--- src/rtl/wb_trace_pkg.sv ---
// wb_trace_pkg: default widths, state/trigger/field encodings and entry layout for wb_trace.
// The WB_TRACE_TS_EN build adds a timestamp field to each trace entry.
`ifndef WB_TRACE_DATA_W
`define WB_TRACE_DATA_W 16
`endif
`ifndef WB_TRACE_PC_W
`define WB_TRACE_PC_W 16
`endif
`ifndef WB_TRACE_REG_AW
`define WB_TRACE_REG_AW 4
`endif
`ifndef WB_TRACE_DEPTH
`define WB_TRACE_DEPTH 16
`endif
`ifndef WB_TRACE_TS_W
`define WB_TRACE_TS_W 16
`endif

package wb_trace_pkg;

    localparam int WB_DATA_W = `WB_TRACE_DATA_W;
    localparam int WB_PC_W   = `WB_TRACE_PC_W;
    localparam int WB_REG_AW = `WB_TRACE_REG_AW;
    localparam int WB_DEPTH  = `WB_TRACE_DEPTH;
    localparam int WB_TS_W   = `WB_TRACE_TS_W;

    typedef enum logic [1:0] {
        ST_IDLE  = 2'd0,
        ST_ARMED = 2'd1,
        ST_POST  = 2'd2,
        ST_DONE  = 2'd3
    } trace_state_e;

    localparam logic [1:0] TRIG_NEVER     = 2'd0;
    localparam logic [1:0] TRIG_ADDR      = 2'd1;
    localparam logic [1:0] TRIG_ADDR_DATA = 2'd2;
    localparam logic [1:0] TRIG_IMM       = 2'd3;

    localparam logic [1:0] FIELD_WDATA = 2'd0;
    localparam logic [1:0] FIELD_WADDR = 2'd1;
    localparam logic [1:0] FIELD_PC    = 2'd2;
    localparam logic [1:0] FIELD_TS    = 2'd3;

    typedef struct packed {
`ifdef WB_TRACE_TS_EN
        logic [WB_TS_W-1:0]   ts;
`endif
        logic [WB_PC_W-1:0]   pc;
        logic [WB_REG_AW-1:0] waddr;
        logic [WB_DATA_W-1:0] wdata;
    } trace_entry_t;

    function automatic int max3(input int a, input int b, input int c);
        int m;
        m = (a > b) ? a : b;
        return (m > c) ? m : c;
    endfunction

endpackage

--- src/rtl/trace_ram.sv ---
// trace_ram: DEPTH x WIDTH storage, one write port and one registered read port.
// A read of the slot being written in the same cycle returns the previous contents.
module trace_ram #(
    parameter int DEPTH = 16,
    parameter int WIDTH = 36
) (
    input  logic                     clk,
    input  logic                     rst,
    input  logic                     we,
    input  logic [$clog2(DEPTH)-1:0] waddr,
    input  logic [WIDTH-1:0]         wdata,
    input  logic                     re,
    input  logic [$clog2(DEPTH)-1:0] raddr,
    output logic [WIDTH-1:0]         rdata
);

    logic [WIDTH-1:0] mem_r [DEPTH];
    logic [WIDTH-1:0] rdata_r;

    // storage array write
    always_ff @(posedge clk) begin
        if (we) begin
            mem_r[waddr] <= wdata;
        end
    end

    // registered read; samples the array before this edge's write lands
    always_ff @(posedge clk or negedge rst) begin
        if (!rst) begin
            rdata_r <= '0;
        end else if (re) begin
            rdata_r <= mem_r[raddr];
        end
    end

    assign rdata = rdata_r;

endmodule

--- src/rtl/wb_trace.sv ---
// wb_trace: triggered circular trace of regfile writebacks with post-trigger capture.
// Define WB_TRACE_TS_EN to store and read back a per-entry timestamp.
module wb_trace
    import wb_trace_pkg::*;
#(
    parameter  int DATA_W = WB_DATA_W,
    parameter  int PC_W   = WB_PC_W,
    parameter  int REG_AW = WB_REG_AW,
    parameter  int DEPTH  = WB_DEPTH,
    parameter  int TS_W   = WB_TS_W,
    localparam int AW     = $clog2(DEPTH),
    localparam int RD_W   = max3(DATA_W, PC_W, TS_W)
) (
    input  logic              clk,
    input  logic              rst,
    input  logic              wb_we_i,
    input  logic [REG_AW-1:0] wb_waddr_i,
    input  logic [DATA_W-1:0] wb_wdata_i,
    input  logic [PC_W-1:0]   pc_i,
    input  logic              arm_i,
    input  logic [1:0]        trig_mode_i,
    input  logic [REG_AW-1:0] trig_addr_i,
    input  logic [DATA_W-1:0] trig_data_i,
    input  logic [AW-1:0]     post_cnt_i,
    input  logic              rd_en_i,
    input  logic [AW-1:0]     rd_idx_i,
    input  logic [1:0]        rd_field_i,
    output logic [RD_W-1:0]   rd_data_o,
    output logic              rd_valid_o,
    output logic [1:0]        state_o,
    output logic [AW:0]       count_o,
    output logic [AW-1:0]     trig_idx_o
);

`ifdef WB_TRACE_TS_EN
    localparam int EW = TS_W + PC_W + REG_AW + DATA_W;
`else
    localparam int EW = PC_W + REG_AW + DATA_W;
`endif
    localparam int CW = AW + 1;

    trace_state_e    state_r;
    logic [AW-1:0]   wr_ptr_r;
    logic [CW-1:0]   count_r;
    logic [AW-1:0]   remaining_r;
    logic [AW-1:0]   trig_idx_r;
    logic            rd_valid_r;
    logic            rd_oor_r;
    logic [1:0]      rd_field_r;

    logic [AW-1:0]   oldest_s;
    logic [AW-1:0]   rd_addr_s;
    logic            full_s;
    logic            rd_oor_s;
    logic            rec_s;
    logic            hit_s;
    logic [EW-1:0]   wr_entry_s;
    logic [EW-1:0]   ram_q_s;
    logic [RD_W-1:0] rd_data_s;

    // when full the low count bits are zero, so oldest coincides with the write pointer
    assign oldest_s  = wr_ptr_r - count_r[AW-1:0];
    assign full_s    = count_r[AW];
    assign rd_addr_s = oldest_s + rd_idx_i;
    assign rd_oor_s  = ({1'b0, rd_idx_i} >= count_r);

`ifdef WB_TRACE_TS_EN
    logic [TS_W-1:0] ts_r;

    // free-running capture timestamp
    always_ff @(posedge clk or negedge rst) begin
        if (!rst) begin
            ts_r <= '0;
        end else begin
            ts_r <= ts_r + TS_W'(1);
        end
    end

    assign wr_entry_s = {ts_r, pc_i, wb_waddr_i, wb_wdata_i};
`else
    assign wr_entry_s = {pc_i, wb_waddr_i, wb_wdata_i};
`endif

    // a write is captured only while recording and never in an arm cycle
    always_comb begin
        rec_s = 1'b0;
        if (arm_i) begin
            rec_s = 1'b0;
        end else if ((state_r == ST_ARMED) || (state_r == ST_POST)) begin
            rec_s = wb_we_i;
        end else begin
            rec_s = 1'b0;
        end
    end

    // trigger condition for the current writeback
    always_comb begin
        hit_s = 1'b0;
        case (trig_mode_i)
            TRIG_NEVER:     hit_s = 1'b0;
            TRIG_ADDR:      hit_s = (wb_waddr_i == trig_addr_i);
            TRIG_ADDR_DATA: hit_s = (wb_waddr_i == trig_addr_i) && (wb_wdata_i == trig_data_i);
            TRIG_IMM:       hit_s = 1'b1;
            default:        hit_s = 1'b0;
        endcase
    end

    // capture FSM, buffer pointers and trigger index tracking
    always_ff @(posedge clk or negedge rst) begin
        if (!rst) begin
            state_r     <= ST_IDLE;
            wr_ptr_r    <= '0;
            count_r     <= '0;
            remaining_r <= '0;
            trig_idx_r  <= '0;
        end else if (arm_i) begin
            state_r     <= ST_ARMED;
            wr_ptr_r    <= '0;
            count_r     <= '0;
            remaining_r <= '0;
            trig_idx_r  <= '0;
        end else if (rec_s) begin
            wr_ptr_r <= wr_ptr_r + AW'(1);
            if (!full_s) begin
                count_r <= count_r + CW'(1);
            end
            case (state_r)
                ST_ARMED: begin
                    if (hit_s) begin
                        trig_idx_r <= full_s ? AW'(DEPTH - 1) : count_r[AW-1:0];
                        if (post_cnt_i == '0) begin
                            state_r <= ST_DONE;
                        end else begin
                            state_r     <= ST_POST;
                            remaining_r <= post_cnt_i;
                        end
                    end
                end
                ST_POST: begin
                    remaining_r <= remaining_r - AW'(1);
                    if (remaining_r == AW'(1)) begin
                        state_r <= ST_DONE;
                    end
                    // overwriting the oldest slot shifts every relative index down by one
                    if (full_s && (trig_idx_r != '0)) begin
                        trig_idx_r <= trig_idx_r - AW'(1);
                    end
                end
                default: begin
                    state_r <= state_r;
                end
            endcase
        end
    end

    // read pipeline: validity, range flag and field select aligned with the RAM output
    always_ff @(posedge clk or negedge rst) begin
        if (!rst) begin
            rd_valid_r <= 1'b0;
            rd_oor_r   <= 1'b0;
            rd_field_r <= FIELD_WDATA;
        end else begin
            rd_valid_r <= rd_en_i;
            if (rd_en_i) begin
                rd_oor_r   <= rd_oor_s;
                rd_field_r <= rd_field_i;
            end
        end
    end

    trace_ram #(
        .DEPTH (DEPTH),
        .WIDTH (EW)
    ) u_trace_ram (
        .clk   (clk),
        .rst   (rst),
        .we    (rec_s),
        .waddr (wr_ptr_r),
        .wdata (wr_entry_s),
        .re    (rd_en_i),
        .raddr (rd_addr_s),
        .rdata (ram_q_s)
    );

    // field select on the registered RAM word
    always_comb begin
        rd_data_s = '0;
        if (rd_oor_r) begin
            rd_data_s = '0;
        end else begin
            case (rd_field_r)
                FIELD_WDATA: rd_data_s = RD_W'(ram_q_s[DATA_W-1:0]);
                FIELD_WADDR: rd_data_s = RD_W'(ram_q_s[DATA_W +: REG_AW]);
                FIELD_PC:    rd_data_s = RD_W'(ram_q_s[DATA_W + REG_AW +: PC_W]);
`ifdef WB_TRACE_TS_EN
                FIELD_TS:    rd_data_s = RD_W'(ram_q_s[DATA_W + REG_AW + PC_W +: TS_W]);
`else
                FIELD_TS:    rd_data_s = '0;
`endif
                default:     rd_data_s = '0;
            endcase
        end
    end

    assign rd_data_o  = rd_data_s;
    assign rd_valid_o = rd_valid_r;
    assign state_o    = state_r;
    assign count_o    = count_r;
    assign trig_idx_o = trig_idx_r;

endmodule
--- config.mk ---
export PLATFORM = sky130hd
export DESIGN_NAME = wb_trace
export DESIGN_NICKNAME = d
export VERILOG_FILES = /design/src/rtl/wb_trace_pkg.sv /design/src/rtl/trace_ram.sv /design/src/rtl/wb_trace.sv
export SDC_FILE = /design/constraint.sdc
export NUM_CORES = 1
export LEC_CHECK = 0
export BUFFER_PORTS_ARGS = -buffer_cell sky130_fd_sc_hd__buf_4
export CAP_MARGIN = 20
export CORE_MARGIN = 3
export CORE_UTILIZATION = 30
export CTS_BUF_LIST = sky130_fd_sc_hd__clkbuf_8
export DETAILED_ROUTE_END_ITERATION = 7
export GPL_ROUTABILITY_DRIVEN = 0
export PLACE_DENSITY_LB_ADDON = 0.05
export SLEW_MARGIN = 15
export SYNTH_ARGS = -nofsm -noshare
export SYNTH_HDL_FRONTEND = slang
export SYNTH_SLANG_ARGS = --single-unit
export TNS_END_PERCENT = 10
--- constraint.sdc ---
create_clock -name clk -period 7.66 [get_ports clk]
set_clock_uncertainty 0.1 [all_clocks]
set_input_delay 0.766 -clock clk [delete_from_list [all_inputs] [get_ports clk]]
set_output_delay 0.766 -clock clk [all_outputs]
set_load 0.1 [all_outputs]
=== After elaboration in Yosys (flattened, before gate mapping) ===
Memory sizes are Yosys's and may differ from the RTL's. A register that Yosys moved wholly into a read port is not among the register bits.
Index checks and enable logic that the tools add are counted.

* $add $sub $neg: 6
* Order comparisons: 1
* Eq/ne operators: 16
* Mux-type cells: 29
* Reductions and logical operators: 14

{| class="wikitable"
|+ Operator list
! kind !! number
|-
| $pmux W16 S4 || 1
|-
| $mux W4 || 11
|-
| $eq A16 B16 Y1 || 1
|-
| $mux W16 || 1
|-
| $pmux W4 S2 || 2
|-
| $mux W5 || 3
|-
| $reduce_and A4 Y1 || 3
|-
| $eq A2 B2 Y1 const B || 5
|-
| $mux W2 || 4
|-
| $sub A4 B1 Y4 const B || 2
|-
| $eq A2 B1 Y1 const B || 3
|-
| $ne A3 B2 Y1 const B || 2
|-
| $ne A3 B3 Y1 const B || 2
|-
| $add A5 B1 Y5 const B || 1
|-
| $ge A4 B5 Y1 || 1
|-
| $mux W1 || 5
|-
| $add A4 B1 Y4 const B || 1
|-
| $add A4 B4 Y4 || 1
|-
| $eq A4 B1 Y1 const B || 1
|-
| $eq A4 B4 Y1 || 1
|-
| $logic_not A2 Y1 || 2
|-
| $logic_not A4 Y1 || 1
|-
| $pmux W1 S4 || 1
|-
| $pmux W2 S2 || 1
|-
| other kinds (9) || 10
|}

* Bits in registers: 23
* RAM bits: 576
* Output and inout port bits: 28
* Memories: 1

{| class="wikitable"
|+ Memory list
! name !! words !! bits a word !! rd ports !! clocked after memory_dff !! write ports !! line !! RTL
|-
| u_trace_ram.mem_r || 16 || 36 || 1 || 1 || 1 || trace_ram.sv:17 || <nowiki>logic [WIDTH-1:0] mem_r [DEPTH];</nowiki>
|}

=== Logic depth before layout (Yosys ltp) ===
Gate-level depths: netlist of run 1.

* Depth in word-level cells: 7
* Depth in mapped cells: 12
* Mapped depth without buffers: 9

=== Cells and area by module ===
A second synthesis of run 1 with hierarchy kept.

* Cells, all modules: 1228
* Area total of the unflattened synthesis: 25414.4 um^2

{| class="wikitable"
|+ Modules (own cells, without submodules)
! module !! times used !! cells an instance !! area an instance (um^2) !! sequential area each (um^2)
|-
| trace_ram || 1 || 982 || 23211.0 || 18197.5
|-
| wb_trace || 1 || 246 || 2203.4 || 575.6
|}

=== Worst setup path before layout of run 1 ===
OpenSTA, ideal clock, no wires.

* Path type: register -> register
* Start point: reg state_r[0] (netlist: state_o[0])
* End point: mem u_trace_ram.mem_r[3][0], enable pin
* Setup time: 0.519 ns
* Arrival time: 5.351 ns
* Required time: 7.041 ns
* Slack: 1.690 ns
* Cell stages (with the launch flop): 7
* Path buffers: 1
* Clock period less this slack: 5.970 ns
* Cell sequence: dfrtp_1 -> inv_1 -> ha_1 -> nor2b_1 -> clkbuf_1 -> nand2_1 -> nor4_1

* Word-level cells in the longest chain between the ends: 6

{| class="wikitable"
|+ RTL lines
! what !! line !! RTL
|-
| start, declared || wb_trace.sv:42 || <nowiki>trace_state_e state_r;</nowiki>
|-
| start signal, assigned || wb_trace.sv:150 || <nowiki>state_r <= state_r;</nowiki>
|-
| $eq A2 B1 Y1 / $eq A2 B2 Y1 (equally long branches) || wb_trace.sv:89 || <nowiki>end else if ((state_r == ST_ARMED) || (state_r == ST_POST)) begin</nowiki>
|-
| $logic_or A1 B1 Y1 * || wb_trace.sv:89 ||
|-
| $mux W1 * || wb_trace.sv:89 ||
|-
| $mux W1 * || wb_trace.sv:87 || <nowiki>if (arm_i) begin</nowiki>
|-
| $mux W1 * || trace_ram.sv:22 || <nowiki>if (we) begin</nowiki>
|-
| $mux W1 (implied by the code) * || trace_ram.sv:23 || <nowiki>mem_r[waddr] <= wdata;</nowiki>
|-
| end, declared || trace_ram.sv:17 ||
|}

Every way passes the cells marked *; elsewhere a longest branch is shown, timed or not.

=== Final worst setup path of run 1 ===
* Start point: reg count_r[0] (netlist: count_o[0])
* End point: reg u_trace_ram.rdata_r[34] (netlist: u_trace_ram.rdata[34]), read port of u_trace_ram.mem_r

* Word-level cells in the longest chain between the ends: 2

{| class="wikitable"
|+ RTL lines
! what !! line !! RTL
|-
| start, declared || wb_trace.sv:44 || <nowiki>logic [CW-1:0] count_r;</nowiki>
|-
| start signal, assigned || wb_trace.sv:125 || <nowiki>count_r <= count_r + CW'(1);</nowiki>
|-
| $sub A4 B4 Y4 || wb_trace.sv:62 || <nowiki>assign oldest_s = wr_ptr_r - count_r[AW-1:0];</nowiki>
|-
| $add A4 B4 Y4 || wb_trace.sv:64 || <nowiki>assign rd_addr_s = oldest_s + rd_idx_i;</nowiki>
|-
| end, declared || trace_ram.sv:18 || <nowiki>logic [WIDTH-1:0] rdata_r;</nowiki>
|}

Every way passes these cells.
A chain may end at the register's enable or synchronous reset.

==> results of run 1 <==
==> timing repair <==
item                                    4_1_cts  5_1_grt
hold buffers                                  1        0
endpoints found under the setup margin        0        0
endpoints found under the hold margin        12        0
==> power by group through the flow <==
stage	sequential [mW]	clock [mW]	combinational, mW
after global routing	4.20	3.21	5.40
after floorplan	4.24	0	3.75
after global placement	4.26	0	5.12
final	4.18	2.93	5.00
after detailed placement	4.26	0	5.15
after CTS	4.19	3.05	5.16
==> layout make-up <==
class	instances	area, um2
timing repair buffer	128	988
sequential	635	18800
tap	1070	1340
antenna	3	7.51
fill	7609	53100
inverter	25	93.8
clock inverter	89	414
multi-input combinational	430	6190
clock buffer	125	1720
==> per-layer routing <==
metal	GRT usage (%)	up-vias	wire, um
met5	0	-	0
met4	4.27	0	1480
met3	3.06	98	2560
met2	26.4	247	33700
met1	22.3	6542	32200
li1	-	5142	-
==> final timing paths <==
path | start | end | slack (ns)
max in group asynchronous | rst | u_trace_ram.rdata[29] | 5.84
min | rd_field_i[0] | rd_field_r[0] | 0.23
max | count_o[0] | u_trace_ram.rdata[34] | 3.10
min in group asynchronous | rst | rd_valid_o | 0.40
min reg2reg | u_trace_ram.rdata[13] | u_trace_ram.rdata[13] | 0.41
max reg2reg | count_o[0] | u_trace_ram.rdata[34] | 3.10
==> state kept, by name (all words and copies together) (netlist names) <==
name and cells:
state_o 2, rd_field_r 2, wr_ptr_r 4, u_trace_ram.rdata 36, u_trace_ram.mem_r 576, remaining_r 4
rd_oor_r 1, trig_idx_o 4, rd_valid_o 1, count_o 5
==> worst max-delay path, delay by kind of cell (launching register included) <==
kind,cells,cell delay (ns)
flip-flops,1,0.51
adder cells (fa/ha/maj),3,1.98
multiplexers,3,1.16
buffers and inverters,3,0.66
==> Yosys cell counts, drive strengths merged, types with 4 or more instances <==
master	n	area, um2
mux4	180	4070
o21ai	7	35.0
xor2	5	62.6
nand2b	7	43.8
buf	22	153
mux2i	20	200
nor3	11	55.1
nand4	6	37.5
o31ai	5	37.5
inv	25	93.8
nand2	10	37.5
nand3b	4	30.0
a21oi	17	96.4
edfxtp	576	17300
ha	19	238
dfrtp	59	1480
clkbuf	32	120
nor2	41	154
mux2	40	450
nor4	5	31.3
xnor2	26	265
==> cell families (layout without fill, tap and decap cells) <==
logic type,count (synthesis),count (layout)
and+or+nand+nor,98,98
buffers and inverters,79,367
muxes,240,240
DFF,635,635
AOI/OAI and AO/OA,39,39
adders and majority gates,22,22
other,0,3
xor gates and xnor gates,31,31
==> stage by stage <==
step	instances	area (um2)
after floorplan	1144	25200
after global placement	2287	27400
after detailed placement	2287	27400
after CTS	2502	29500
after global routing	2504	29500
final	2505	29500
==> reports/results.txt, run 1 <==
Cell variety after synth = 44
Initial antenna violation count = 2
Most common cell after layout, fill and taps aside = edfxtp_1
Share of layout cells above drive strength 1 = 36.2%
Setup TNS = 0 ns
Drt wl/cell = 27.9 um
Max VDD drop = 0.429 mV
RSZ-0062 raised after global routing = no
Outcome = finished, final reports clean
R2r worst-path depth = 9
Seq/Total Area, Yosys = 74.4%
Mapped Nets = 1,239
Simple-gate share of the synthesized area = 1.91%
DIE WIDTH = 296 um
WS Path Type = register to register
HPWL Detailed = 35,400 um
Clock share of power = 24.2%
Cell Pwr Density = 410 nW/um2
Post-synthesis cell area = 25,200 um2
CTS Buf Count = 112
Vias per inst = 4.80
Rel. slew slack = 27.7%
Initial Utilization = 30.5%
CTS tree = built
Pint = 8.09 mW
Slowest cell on the critical path = fa_4
Hold Slack = 0.227 ns
FMAX = 0.219 GHz
Data arrival, critical path = 5.02 ns
Vias in the first global route = 13,108
Area Growth Syn to Fin = 17.1%
Worst Path Required = 8.12 ns
Most frequent cells in the layout = 576 x edfxtp_1, 176 x mux4_2, 125 x clkbuf_8, 125 x buf_4, 74 x inv_1
IO Port Bufs = 100
# setup viols final = 0
Comb power frac = 41.3%
Crit share post-route = 59.5%
Sink Count = 635
CTS clk-pin slew, worst paths = 0.06 ns
Critical Path Most Common Cell = inv_1
Pre-antenna DRT Iters = 5
Leakage power = 9.86 nW
Synth Area in XOR/XNOR = 1.30%
Area of the die = 87,600 um2
Sequential power share = 34.5%
Crit start category = register
Async set-reset flop share out of synthesis = 9.29%
Synth Flop Type = edfxtp_1
Final Hold Vio Count = 0
CP endpoint kind = register
Clk_lat worst skew = 0.69 ns
Largest family of logic cells by synthesized area = multiplexers
Final WS setup = 3.10 ns
Vias = 12,029
Syn_area_per_cell = 22.0 um2
Core ar. = 82,600 um2
Cell Rows = 105
Clk buf depth = 3
Ports = 101
PostCTS Resize Cnt = 0
Clock tree root driver cell = clkbuf_8
Min-Delay Path Class = primary input to register
Pin count of the biggest net entering global routing = 77
Fin crit period = 4.56 ns
Hold Crit Depth = 2
FF+latch count, synth = 635
Synthesis Warnings = 0
Post-layout util = 35.7%
Area share of fa/ha/maj cells after synthesis = 1.18%
Routed WL = 70,000 um
Crit path max fanout = 76
Max incr delay on CP = 1.50 ns
CTS H-Tree Depth = 3
Starting DRC count in detailed routing = 728
Power Total = 12.1 mW
Maxcap violations = 0
P_sw = 4.02 mW
First-pass GRT wire length = 98,800 um
GRT Total Usage = 16.2%
Post-route ant nets = 0
Post-CTS Setup Bufs = 0
Cells after synthesis = 1,144
Pins Over Slew Limit = 0
DRC Markers = 0
Switching portion of total power = 33.2%
Measured slew at the worst slew-check pin = 1.08 ns
Post-synth EDFFs = 576
Die span in y = 296 um
Net count, final = 1,427
Total gr overflow = 0
Cell Chain, Critical Path = ha_1 -> inv_1 -> ha_4 -> inv_1 -> fa_4 -> buf_12 -> mux4_2 -> mux4_1 -> mux2_2
Post-synthesis compound-gate area fraction = 1.01%
DP Worst Slack = 2.76 ns
Multiplexer share of the synthesized area = 18.7%
(Power assumes the default switching activity.)
==> inputs of run 2 (changes only) <==
ABC_AREA = 1   (was default)
clock period = 4.3 ns   (was 7.66 ns; I/O delays follow)
==> reports/results.txt, run 2 <==
P_sw = 11.8 mW
Clock share of power = 20.6%
Final WS setup = 0.658 ns
Synth Flop Type = edfxtp_1
Switching portion of total power = 45.9%
FMAX = 0.275 GHz
Largest family of logic cells by synthesized area = simple AND/OR/NAND/NOR gates
Pins Over Slew Limit = 0
Placed Cells incl. Taps = 3,427
Post-layout util = 36.1%
Async set-reset flop share out of synthesis = 9.29%
Top post-synthesis cells by area = edfxtp_1 65%, nor2_1 6.6%, o21ai_0 5.8%
Measured slew at the worst slew-check pin = 1.30 ns
Cell Rows = 108
Critical path origin = wr_ptr_r[0]
Synth Area in XOR/XNOR = 0.592%
GRT Total Usage = 18.4%
Simple-gate share of the synthesized area = 13.3%
Synth top area share = 65.4%
Clk buf depth = 3
First-pass GRT wire length = 122,000 um
Multiplexer share of the synthesized area = 0%
IO Port Bufs = 100
Drt wl/cell = 22.9 um
Clock tree root driver cell = clkbuf_8
DP Worst Slack = 0.726 ns
Min-Delay Path Class = primary input to register
CTS Buf Count = 113
Sink Count = 635
Share of layout cells above drive strength 1 = 13.5%
HPWL Detailed = 42,900 um
Rel. slew slack = 13.2%
Final Hold Vio Count = 0
# setup viols final = 0
R2R setup slack = 0.66 ns
Post-synthesis compound-gate area fraction = 10.5%
Reg2reg start = wr_ptr_r[0]
Starting DRC count in detailed routing = 1,361
Initial antenna violation count = 3
Syn_area_per_cell = 11.7 um2
Post-DP Area = 28,800 um2
Initial Utilization = 30.4%
Vias per inst = 4.84
CTS tree = built
Leakage power = 11.3 nW
Maxcap violations = 0
RSZ-0062 raised after global routing = no
Power Total = 25.6 mW
Die span in y = 303 um
Area Growth Syn to Fin = 18.8%
Largest register FFs = 576
DIE WIDTH = 303 um
Data arrival, critical path = 4.17 ns
Seq/Total Area, Yosys = 71.0%
Post-synth top cells = 576 x edfxtp_1, 468 x nor2_1, 321 x nand2_1, 306 x o21ai_0, 145 x o211ai_1
Final instance area = 31,400 um2
Cell Pwr Density = 817 nW/um2
Outcome = finished, final reports clean
Pre-antenna DRT Iters = 5
PostCTS Resize Cnt = 0
Post-route ant nets = 0
Core ar. = 87,000 um2
Most frequent cells in the layout = 576 x edfxtp_1, 464 x nor2_1, 321 x nand2_1
Net count, final = 2,525
Pint = 13.9 mW
Cells after synthesis = 2,255
Cell variety after synth = 33
Area share of fa/ha/maj cells after synthesis = 1.13%
Sequential power share = 29.1%
Pin count of the biggest net entering global routing = 190
WS Path Type = register to register
CTS H-Tree Depth = 3
Routed WL = 84,300 um
Largest register by flop count = u_trace_ram.mem_r
FF+latch count, synth = 635
Vias in the first global route = 17,707
Area of the die = 91,700 um2
Fin cells = 3,682
Max VDD drop = 0.882 mV
Cell with the most instances after synthesis = edfxtp_1
CP endpoint kind = register
DRC Markers = 0
R2r endpoint = u_trace_ram.rdata[1]
Fin crit period = 3.64 ns
R2r worst-path depth = 13
Post-synthesis cell area = 26,400 um2
Total gr overflow = 0
Synthesis Warnings = 0
Number of fill cells = 8,696
CTS clk-pin slew, worst paths = 0.06 ns
Most common cell after layout, fill and taps aside = edfxtp_1
Cell taking the most area after synthesis = edfxtp_1
Comb power frac = 50.3%
Crit path max fanout = 103
Crit start category = register
Ports = 101
Vias = 17,839
Crit share post-route = 84.7%
Worst Path Required = 4.83 ns
Clk_lat worst skew = 0.73 ns
Post-synth EDFFs = 576
Crit path capture = u_trace_ram.rdata[1]
Mapped Nets = 2,350
[run 2: worst min path at each step]
| stage | start | to | slack [ns] | cells after the start |
|---|---|---|---|---|
| 2_1_floorplan | rst | count_o[0] | 0.03 | 0 |
| 3_3_place_gp | u_trace_ram.rdata[22] | u_trace_ram.rdata[22] | 0.37 | 2 |
| 3_5_place_dp | u_trace_ram.rdata[25] | u_trace_ram.rdata[25] | 0.37 | 2 |
| 4_1_cts | post_cnt_i[0] | state_o[0] | 0.009 | 6 |
| 5_1_grt | post_cnt_i[0] | remaining_r[0] | 0.05 | 5 |
| 6_report | post_cnt_i[1] | state_o[0] | 0.09 | 6 |
[run 2: final cells by class]
type,instances,area (um2),area share [%]
clock buffers,127,1750,5.57
multi-input cells,1404,6880,21.9
diodes,2,5.00,0.0159
repair buffers,190,1810,5.76
inverters,86,330,1.05
clock inverters,83,403,1.28
well taps,1155,1450,4.60
flip-flops and latches,635,18800,59.8
[run 2: per-layer routing]
layer | vias to the layer above | global-route usage (%) | wire length [um]
met2 | 424 | 28.7 | 37800
met4 | 0 | 4.26 | 1400
met1 | 8961 | 26.6 | 40600
met3 | 112 | 3.38 | 4390
li1 | 8342 | - | -
met5 | - | 0 | 0
[run 2: kinds of logic (layout without fill, tap and decap cells)]
group | Yosys count | in the layout
compound gates | 481 | 481
xor+xnor | 11 | 11
fa+ha+maj | 22 | 22
buf+inv | 216 | 486
flops | 635 | 635
other cells | 0 | 2
simple gates | 890 | 890
[run 2: timing repair]
item                                   CTS  global route
endpoints found under the hold margin  626             0
hold buffers                            43             0
setup buffers                            0             0
[run 2: critical path: stages, from the launching register on]
cell and delay [ns]:
dfrtp_1 0.40, inv_1 0.16, ha_1 0.26, inv_1 0.09, ha_4 0.13, inv_1 0.05
fa_4 1.06, buf_12 0.42, o21ai_0 0.24, o211ai_1 0.25, nand2_1 0.08, nand2_1 0.07
nand3_1 0.06, nand2_1 0.08
[run 2: power by group through the flow]
stage          Sequential (mW)  Clock, mW  Combinational, mW
4_1_cts                   7.45       5.50               13.1
6_report                  7.45       5.28               12.9
3_3_place_gp              7.57          0               13.0
2_1_floorplan             7.61          0               8.73
5_1_grt                   7.48       5.79               14.6
3_5_place_dp              7.58          0               13.0
[run 2: stage by stage]
stage               TNS, ns  hold slack [ns]
floorplan           -271.87           0.0344
global placement          0            0.370
detailed placement        0            0.370
CTS                       0          0.00940
global route              0           0.0518
finish                    0           0.0922
==> inputs of run 3 (changes only) <==
clock period = 3.4 ns   (was 4.3 ns; I/O delays follow)
==> reports/results.txt, run 3 (same netlist as run 2, synthesis figures left out) <==
Outcome = finished, final reports clean
Pin count of the biggest net entering global routing = 63
CTS tree = built
Largest register FFs = 576
CP endpoint kind = register
CTS clk-pin slew, worst paths = 0.06 ns
First-pass GRT wire length = 124,000 um
Area Growth Syn to Fin = 20.9%
R2r worst-path depth = 10
Number of fill cells = 8,670
Crit share post-route = 95.2%
Pre-antenna DRT Iters = 5
Setup TNS = 0 ns
Post-DP Area = 29,300 um2
Ports = 101
Sink Count = 635
Max VDD drop = 0.940 mV
Vias per inst = 4.82
Die span in y = 303 um
Total gr overflow = 0
WS Path Type = register to register
CTS H-Tree Depth = 3
IO Port Bufs = 100
Largest register by flop count = u_trace_ram.mem_r
Power Total = 33.7 mW
Fin cells = 3,719
Leakage power = 11.7 nW
Initial Utilization = 30.4%
Measured slew at the worst slew-check pin = 1.07 ns
Clk_lat worst skew = 0.72 ns
Most frequent cells in the layout = 576 x edfxtp_1, 464 x nor2_1, 321 x nand2_1
Register Area = 18,800 um2
Clock tree root driver cell = clkbuf_8
Reg2reg start = wr_ptr_r[1]
Comb power frac = 52.0%
Routed WL = 84,200 um
DIE WIDTH = 303 um
Share of layout cells above drive strength 1 = 14.4%
Fin crit period = 3.24 ns
Starting DRC count in detailed routing = 1,225
Data arrival, critical path = 3.79 ns
Maxcap violations = 0
Final instance area = 32,000 um2
Net count, final = 2,559
FMAX = 0.309 GHz
Worst Path Required = 3.96 ns
# setup viols final = 0
Multi-input logic area = 6960 um2
Initial antenna violation count = 4
GRT Total Usage = 18.5%
Clk buf depth = 3
Sequential power share = 27.8%
Final Hold Vio Count = 0
HPWL Detailed = 45,800 um
RSZ-0062 raised after global routing = yes
CTS Buf Count = 114
Vias in the first global route = 18,163
R2R setup slack = 0.16 ns
DRC Markers = 0
Pint = 18.5 mW
P_sw = 15.2 mW
Placed Cells incl. Taps = 3,454
Crit start category = register
Min-Delay Path Class = primary input to asynchronous set/reset pin
Switching portion of total power = 45.0%
Pins Over Slew Limit = 0
Drt wl/cell = 22.6 um
Most common cell after layout, fill and taps aside = edfxtp_1
Cell Pwr Density = 1050 nW/um2
Vias = 17,921
Cell Rows = 108
Post-layout util = 36.7%
R2r endpoint = u_trace_ram.rdata[11]
Area of the die = 91,700 um2
Core ar. = 87,000 um2
Crit path max fanout = 21
Clock share of power = 20.1%
Rel. slew slack = 28.5%
Post-route ant nets = 0
==> run 3: power groups by stage <==
stage	Sequential (mW)	Clock, mW	Combinational [mW]
2_1_floorplan	9.63	0	11.1
6_report	9.37	6.78	17.5
4_1_cts	9.38	7.03	17.7
3_3_place_gp	9.54	0	17.6
3_5_place_dp	9.54	0	17.6
5_1_grt	9.41	7.40	19.8
==> run 3: timing repair <==
action | in CTS | in global routing
hold buffers | 47 | 0
hold endpoints to repair | 627 | 0
setup buffers | 0 | 1
resized for setup | 0 | 3
endpoints found under the setup margin | 0 | 6
==> run 3: worst max-delay path: stages, from the launching register on <==
cell      delay [ns]
dfrtp_1         0.40
inv_2           0.11
fa_1            0.47
fa_4            0.92
buf_4           0.28
o21ai_0         0.13
o211ai_1        0.29
nand2_1         0.09
nand2_1         0.08
nand3_1         0.18
nand2_1         0.11
==> run 3: worst max path at each step <==
| stage | from | to | slack [ns] | cells past startpoint |
|---|---|---|---|---|
| floorplan | state_o[0] | u_trace_ram.mem_r[0][0] | -0.27 | 7 |
| global placement | rd_idx_i[1] | u_trace_ram.rdata[24] | 0.17 | 12 |
| detailed placement | wr_ptr_r[1] | u_trace_ram.rdata[24] | 0.15 | 11 |
| CTS | wr_ptr_r[1] | u_trace_ram.rdata[24] | 0.15 | 11 |
| global route | wr_ptr_r[1] | u_trace_ram.rdata[11] | -0.03 | 10 |
| finish | wr_ptr_r[1] | u_trace_ram.rdata[11] | 0.16 | 10 |
==> run 3: layout make-up <==
type                    instances  area share, %
well taps                    1155           4.52
diodes                          2         0.0157
inverters                      86           1.04
clock buffers                 130           5.60
multi-input cells            1404           21.8
flip-flops and latches        635           58.8
repair buffers                223           7.06
clock inverters                84           1.23
==> run 3: routing by layer <==
layer  part of all wire [%]  up-vias  global-route usage (%)  routed length [um]
met4                    2.3        2                    4.96                1920
met3                    3.7      123                    2.96                3110
li1                       -     8421                       -                   -
met5                  0.015        -                       0                  13
met1                     47     8998                    25.9               39600
met2                     47      377                    29.8               39500
==> run 3: metrics by stage <==
step | worst slack, ns | hold WS, ns
after floorplan | -0.270 | -0.0556
after global placement | 0.166 | 0.279
after detailed placement | 0.151 | 0.267
after CTS | 0.149 | 0.0142
after global routing | -0.0267 | 0.0475
final | 0.163 | 0.0847
